`src/rtl/sata_align_inserter_pkg.sv`:
```
// Shared constants and the dword payload type for the ALIGN inserter.
package sata_align_inserter_pkg;

    localparam int unsigned DWORD_W = 32;

    // ALIGN primitive: K28.5 D10.2 D10.2 D27.3
    localparam logic [DWORD_W-1:0] ALIGN_PRIM = 32'h7B4A4ABC;

    localparam logic DWORD_IS_PRIM = 1'b1;
    localparam logic DWORD_IS_DATA = 1'b0;

    localparam int unsigned ALIGN_PERIOD_DEF = 254;
    localparam int unsigned ALIGN_COUNT_DEF  = 2;

    typedef struct packed {
        logic               k;
        logic [DWORD_W-1:0] data;
    } dword_t;

    // The dword emitted for every inserted ALIGN slot
    function automatic dword_t align_dword();
        dword_t d;
        d.k    = DWORD_IS_PRIM;
        d.data = ALIGN_PRIM;
        return d;
    endfunction

endpackage

```
`src/rtl/sata_align_inserter_if.sv`:
```
// Upstream stream, PHY-side stream and control of the ALIGN inserter.
interface sata_align_inserter_if;
    import sata_align_inserter_pkg::*;

    logic               align_ena;
    logic [DWORD_W-1:0] i_data;
    logic               i_datak;
    logic               i_ready;
    logic [DWORD_W-1:0] o_data;
    logic               o_datak;
    logic               o_ready;
    logic               o_align;

    // Environment side: CONT inserter upstream plus PHY downstream
    modport master (
        output align_ena, i_data, i_datak, o_ready,
        input  i_ready, o_data, o_datak, o_align
    );

    // Inserter side
    modport slave (
        input  align_ena, i_data, i_datak, o_ready,
        output i_ready, o_data, o_datak, o_align
    );

endinterface

```
`src/rtl/sata_align_inserter.sv`:
```
// TX link-to-PHY stage: inserts periodic ALIGN bursts, stalling upstream meanwhile.
module sata_align_inserter
    import sata_align_inserter_pkg::*;
#(
    parameter int unsigned ALIGN_PERIOD = ALIGN_PERIOD_DEF,
    parameter int unsigned ALIGN_COUNT  = ALIGN_COUNT_DEF
) (
    input  logic                  clk,
    input  logic                  reset,
    sata_align_inserter_if.slave  bus
);

    localparam int unsigned PCNT_W = $clog2(ALIGN_PERIOD + 1);
    localparam int unsigned ACNT_W = $clog2(ALIGN_COUNT + 1);

    localparam logic [PCNT_W-1:0] PCNT_LAST = PCNT_W'(ALIGN_PERIOD - 1);
    localparam logic [ACNT_W-1:0] ACNT_LAST = ACNT_W'(ALIGN_COUNT - 1);

    typedef enum logic {
        ST_PASS  = 1'b0,
        ST_ALIGN = 1'b1
    } state_e;

    state_e              state_q, state_d;
    logic [PCNT_W-1:0]   pcnt_q, pcnt_d;
    logic [ACNT_W-1:0]   acnt_q, acnt_d;
    dword_t              out_dword;

    // Next state and counters; everything holds while the PHY is not taking a dword
    always_comb begin
        state_d = state_q;
        pcnt_d  = pcnt_q;
        acnt_d  = acnt_q;
        if (bus.o_ready) begin
            unique case (state_q)
                ST_PASS: begin
                    if (!bus.align_ena) begin
                        pcnt_d = '0;
                    end else if (pcnt_q == PCNT_LAST) begin
                        state_d = ST_ALIGN;
                        pcnt_d  = '0;
                        acnt_d  = '0;
                    end else begin
                        pcnt_d = pcnt_q + PCNT_W'(1);
                    end
                end
                ST_ALIGN: begin
                    // A burst always runs to completion regardless of align_ena
                    if (acnt_q == ACNT_LAST) begin
                        state_d = ST_PASS;
                        pcnt_d  = '0;
                        acnt_d  = '0;
                    end else begin
                        acnt_d = acnt_q + ACNT_W'(1);
                    end
                end
                default: state_d = ST_ALIGN;
            endcase
        end
    end

    // State and counter registers; reset opens the link with a full burst
    always_ff @(posedge clk or posedge reset) begin
        if (reset) begin
            state_q <= ST_ALIGN;
            pcnt_q  <= '0;
            acnt_q  <= '0;
        end else begin
            state_q <= state_d;
            pcnt_q  <= pcnt_d;
            acnt_q  <= acnt_d;
        end
    end

    // Zero-latency output mux: ALIGN in a burst, otherwise straight pass-through
    always_comb begin
        out_dword.k    = bus.i_datak;
        out_dword.data = bus.i_data;
        if (state_q == ST_ALIGN) begin
            out_dword = align_dword();
        end
    end

    assign bus.o_data  = out_dword.data;
    assign bus.o_datak = out_dword.k;
    assign bus.o_align = (state_q == ST_ALIGN);
    assign bus.i_ready = (state_q == ST_PASS) && bus.o_ready;

    // Parameter sanity
    a_params: assert property (@(posedge clk) (ALIGN_PERIOD >= 1) && (ALIGN_COUNT >= 1))
        else $error("sata_align_inserter: ALIGN_PERIOD and ALIGN_COUNT must be >= 1");

    // Upstream is never accepted while a burst is on the wire
    a_no_accept_in_align: assert property (@(posedge clk) disable iff (reset)
        !((state_q == ST_ALIGN) && bus.i_ready))
        else $error("sata_align_inserter: i_ready high during ALIGN");

endmodule
```
`src/flat_wrapper.sv`:
```
// flat-port wrapper written by rule: the top's interface ports become plain ports
module sata_align_inserter_flat import sata_align_inserter_pkg::*;
#(
    parameter int unsigned ALIGN_PERIOD = ALIGN_PERIOD_DEF,
    parameter int unsigned ALIGN_COUNT  = ALIGN_COUNT_DEF
)
  (clk, reset, bus_align_ena, bus_i_data, bus_i_datak, bus_o_ready, bus_i_ready, bus_o_data, bus_o_datak, bus_o_align);
  sata_align_inserter_if bus_i ();
  input  logic clk;
  input  logic reset;
  input wire logic [$bits(bus_i.align_ena)-1:0] bus_align_ena;
  input wire logic [$bits(bus_i.i_data)-1:0] bus_i_data;
  input wire logic [$bits(bus_i.i_datak)-1:0] bus_i_datak;
  input wire logic [$bits(bus_i.o_ready)-1:0] bus_o_ready;
  output wire logic [$bits(bus_i.i_ready)-1:0] bus_i_ready;
  output wire logic [$bits(bus_i.o_data)-1:0] bus_o_data;
  output wire logic [$bits(bus_i.o_datak)-1:0] bus_o_datak;
  output wire logic [$bits(bus_i.o_align)-1:0] bus_o_align;
  assign bus_i.align_ena = bus_align_ena;
  assign bus_i.i_data = bus_i_data;
  assign bus_i.i_datak = bus_i_datak;
  assign bus_i.o_ready = bus_o_ready;
  assign bus_i_ready = bus_i.i_ready;
  assign bus_o_data = bus_i.o_data;
  assign bus_o_datak = bus_i.o_datak;
  assign bus_o_align = bus_i.o_align;
  sata_align_inserter #(.ALIGN_PERIOD(ALIGN_PERIOD), .ALIGN_COUNT(ALIGN_COUNT)) u_core (.clk(clk), .reset(reset), .bus(bus_i));
endmodule
```
`config.mk`:
```
export PLATFORM = sky130hd
export DESIGN_NAME = sata_align_inserter_flat
export DESIGN_NICKNAME = d
export VERILOG_FILES = /design/src/rtl/sata_align_inserter_pkg.sv /design/src/rtl/sata_align_inserter_if.sv /design/src/rtl/sata_align_inserter.sv /design/src/flat_wrapper.sv
export SDC_FILE = /design/constraint.sdc
export NUM_CORES = 1
export LEC_CHECK = 0
export CAP_MARGIN = 5
export CORE_MARGIN = 2
export CORE_UTILIZATION = 33
export CTS_BUF_LIST = sky130_fd_sc_hd__clkbuf_8
export CTS_CLUSTER_DIAMETER = 40
export DETAILED_ROUTE_END_ITERATION = 12
export PLACE_DENSITY = 0.82
export SYNTH_ARGS = -nofsm -noshare
export SYNTH_HDL_FRONTEND = slang
export SYNTH_SLANG_ARGS = --single-unit
```
`constraint.sdc`:
```
create_clock -name clk -period 1.66 [get_ports clk]
set_input_delay 0.332 -clock clk [delete_from_list [all_inputs] [get_ports clk]]
set_output_delay 0.332 -clock clk [all_outputs]
set_load 0.03 [all_outputs]
```
==> results.cfg <==
[run_status]
run_status = complete, no violations

[grt]
grt_overflow_total = 0
global_route.peak_usage_layer = met2
antenna_found_initial = 0
wire_length_of_the_first_global_routing_pass_um = 4320
grt_pass1_vias = 915
gr_util_met1_pct = 23.2
grt_resource_usage_total_pct = 17.5
global_route.usage.met2_pct = 28.1
grt_start_max_net_pins = 33
use_met3_pct = 4.45

[route]
drt.antenna.violating_nets = 0
remaining_routing_drc_violations = 0
drt-vias-per-instance = 4.61
dr.first_iter.drc_count = 76
drtPass1Iterations = 4
routedWlPerCell_um = 12.7
dr_total_vias = 954
route.final.wire_length_um = 2640

[final_layout]
layout.filler_cells = 234
final_net_count = 217
layout_cells_sized_above_1_pct = 39.0
area.sequential_um2 = 277
layout.cells.most_common = sky130_fd_sc_hd__buf_4
footprint_of_the_multi_input_gates_um2 = 558
n_antenna_cell = 0
most-common-layout-cells = 40 x sky130_fd_sc_hd__buf_4, 36 x sky130_fd_sc_hd__clkdlybuf4s50_1, 18 x sky130_fd_sc_hd__or2_2
fin_area_um2 = 1610
area_growth_syn_to_layout_pct = 83.9

[logic_synthesis]
mappedNetlistNets = 141
post_synth_inst_count = 102
syn_avg_cell_area_um2 = 8.60
ys_seq_area_share_pct = 31.5
ys.warnings.count = 0
synthesis_stage_register_bit_count = 11
synth.cell_area_um2 = 877
yosys.cell_types.count = 29

[sta]
worstMarginPinSlew_ns = 0.434
final_min_period_over_clock_period_pct = 96.4
fin_skew_ns = 0.00322
rsz0062_at_grt = false
timing.slew.headroom_pct = 71.0
timing.final.hold_violations = 0
fmax_mhz = 625
setup_viol = 0
max_transition_viols_final = 0
layout_min_cycle_time_ns = 1.60
final_worst_path_setup_slack_ns = 0.0596
summed_negative_setup_slack_over_all_endpoints_ns = 0

[clocking]
tritoncts = built
cts_inserted_buffers = 3
clock_transition_at_the_registers_of_the_reported_paths_ns = 0.05
clk_latency_ns = 0.24
cts_num_sinks = 11
cts_max_level = 1
cts_repair_resize_count = 0
clk_path_buf_depth = 2
clock-root-buffer = sky130_fd_sc_hd__clkbuf_8

[floorplanning]
pin_count = 72
rows = 18
die_height_um = 55.6
initial_core_util_pct = 35.1
total_die_area_um2 = 3090
die_w_um = 55.6
placeableCoreArea_um2 = 2500

[setup_path]
worstPathArrival_ns = 1.27
endpoint_kind = output port
worstSetupPathType = flop to output port
path_delay_family = flip-flops
ff2ff_path_depth = 6
timing.critical_path.slowest_cell_delay_ns = 0.57
worst-endpoint-required_ns = 1.33
nature_of_the_critical_path_startpoint = flop
timing.critical_path.cells = buf_12 -> or2_2 -> buf_4
crit_cells = 3
critPathSlowestCell = sky130_fd_sc_hd__dfstp_2
critPathBufInv = 2
critPathMaxFanout = 32

[power_and_ir_drop]
cellPowerDensity_nw_per_um2 = 541
irDropWorstVdd_mv = 0.416
cellLeakagePower_nw = 0.753

[place]
detailedPlacementHpwl_um = 2170
placement.cell_area_um2 = 1560
place_congestion = 0.810
place_ws_ns = 0.0109
buffer_ports.inserted = 71

[min_path]
class_of_the_tightest_hold_or_removal_check = input port to async pin

[flow_run]
max_cap_violations = 0
[flip-flops by register name (all words and copies together), names as in the netlist]
| signal | count |
|---|---|
| u_core.acnt_q | 2 |
| u_core.bus.o_align | 1 |
| u_core.pcnt_q | 8 |
[Yosys cell counts]
master                      count  share of area (%)
sky130_fd_sc_hd__or2_2         18                 13
sky130_fd_sc_hd__nor2b_1       17                 12
sky130_fd_sc_hd__dfrtp_1       10                 29
sky130_fd_sc_hd__nand2_1        7                3.0
sky130_fd_sc_hd__nor2_1         7                3.0
sky130_fd_sc_hd__xnor2_1        6                6.0
sky130_fd_sc_hd__clkbuf_1       4                1.7
sky130_fd_sc_hd__inv_1          4                1.7
sky130_fd_sc_hd__a211oi_1       3                2.6
sky130_fd_sc_hd__a21oi_1        3                1.7
sky130_fd_sc_hd__a21o_1         2                1.7
sky130_fd_sc_hd__ha_1           2                2.9
sky130_fd_sc_hd__nand4_1        2                1.4
sky130_fd_sc_hd__o31ai_1        2                1.7
sky130_fd_sc_hd__a2111oi_4      1                3.1
sky130_fd_sc_hd__a21boi_0       1               0.86
sky130_fd_sc_hd__a31oi_1        1               0.71
sky130_fd_sc_hd__and2b_4        1                1.1
sky130_fd_sc_hd__buf_2          1               0.57
sky130_fd_sc_hd__buf_4          1               0.86
sky130_fd_sc_hd__dfstp_2        1                3.0
sky130_fd_sc_hd__nand2b_4       1                1.6
sky130_fd_sc_hd__nand3_1        1               0.57
sky130_fd_sc_hd__nand4_4        1                2.4
sky130_fd_sc_hd__nor2_2         1               0.71
sky130_fd_sc_hd__nor3_1         1               0.57
sky130_fd_sc_hd__o21ai_0        1               0.57
sky130_fd_sc_hd__o21ai_1        1               0.57
sky130_fd_sc_hd__o311ai_2       1                1.9
[worst paths after layout]
| path | slack, ns | startpoint | end |
|---|---|---|---|
| max | 0.06 | u_core.bus.o_align | bus_o_data[4] |
| min | 0.39 | reset | u_core.acnt_q[1] |
| max reg2reg | 0.18 | u_core.bus.o_align | u_core.pcnt_q[0] |
| min reg2reg | 0.57 | u_core.acnt_q[1] | u_core.acnt_q[1] |
| max in group asynchronous | 0.94 | reset | u_core.bus.o_align |
| min in group clk | 0.57 | u_core.acnt_q[1] | u_core.acnt_q[1] |
[per-stage QoR]
stage	utilization, %	hold WS (ns)	total power, mW	instances
2_1_floorplan	-	0.184	0.454	102
3_3_place_gp	62.4	0.536	0.613	202
5_1_grt	64.5	0.420	0.926	207
6_report	64.5	0.394	0.873	207
3_5_place_dp	62.4	0.559	0.617	202
4_1_cts	64.5	0.411	0.881	207
[cells by family (layout without fill, tap and decap cells)]
| logic type | count (synthesis) | in the layout | share of synthesized area, % |
|---|---|---|---|
| xor+xnor | 6 | 6 | 5.99 |
| simple gates | 57 | 57 | 39.4 |
| compound gates | 16 | 16 | 15.4 |
| buf+inv | 10 | 85 | 4.85 |
| flops | 11 | 11 | 31.5 |
| fa+ha+maj | 2 | 2 | 2.85 |
[final cells by class]
class | instances | share of cell area (%)
Multi-Input combinational cell | 81 | 34.6
Tap cell | 30 | 2.33
Inverter | 4 | 0.931
Sequential cell | 11 | 17.1
Clock buffer | 3 | 2.56
Timing Repair Buffer | 77 | 42.2
Clock inverter | 1 | 0.233
[layer usage]
layer / wire length (um) / up-vias
met3: 230 / 4
li1: - / 481
met1: 1170 / 422
met2: 1210 / 47
met5: 0 / -
met4: 25 / 0
[power by group]
part,internal (mW),switching (mW)
Sequential,0.279,0.0156
Clock,0.162,0.100
Combinational,0.168,0.148
[what timing repair did]
item,in CTS,in global routing
endpoints found under the setup margin,10,0
hold buffers,0,0
setup buffers,1,0
No activity file was read; power rests on OpenSTA's default activity.
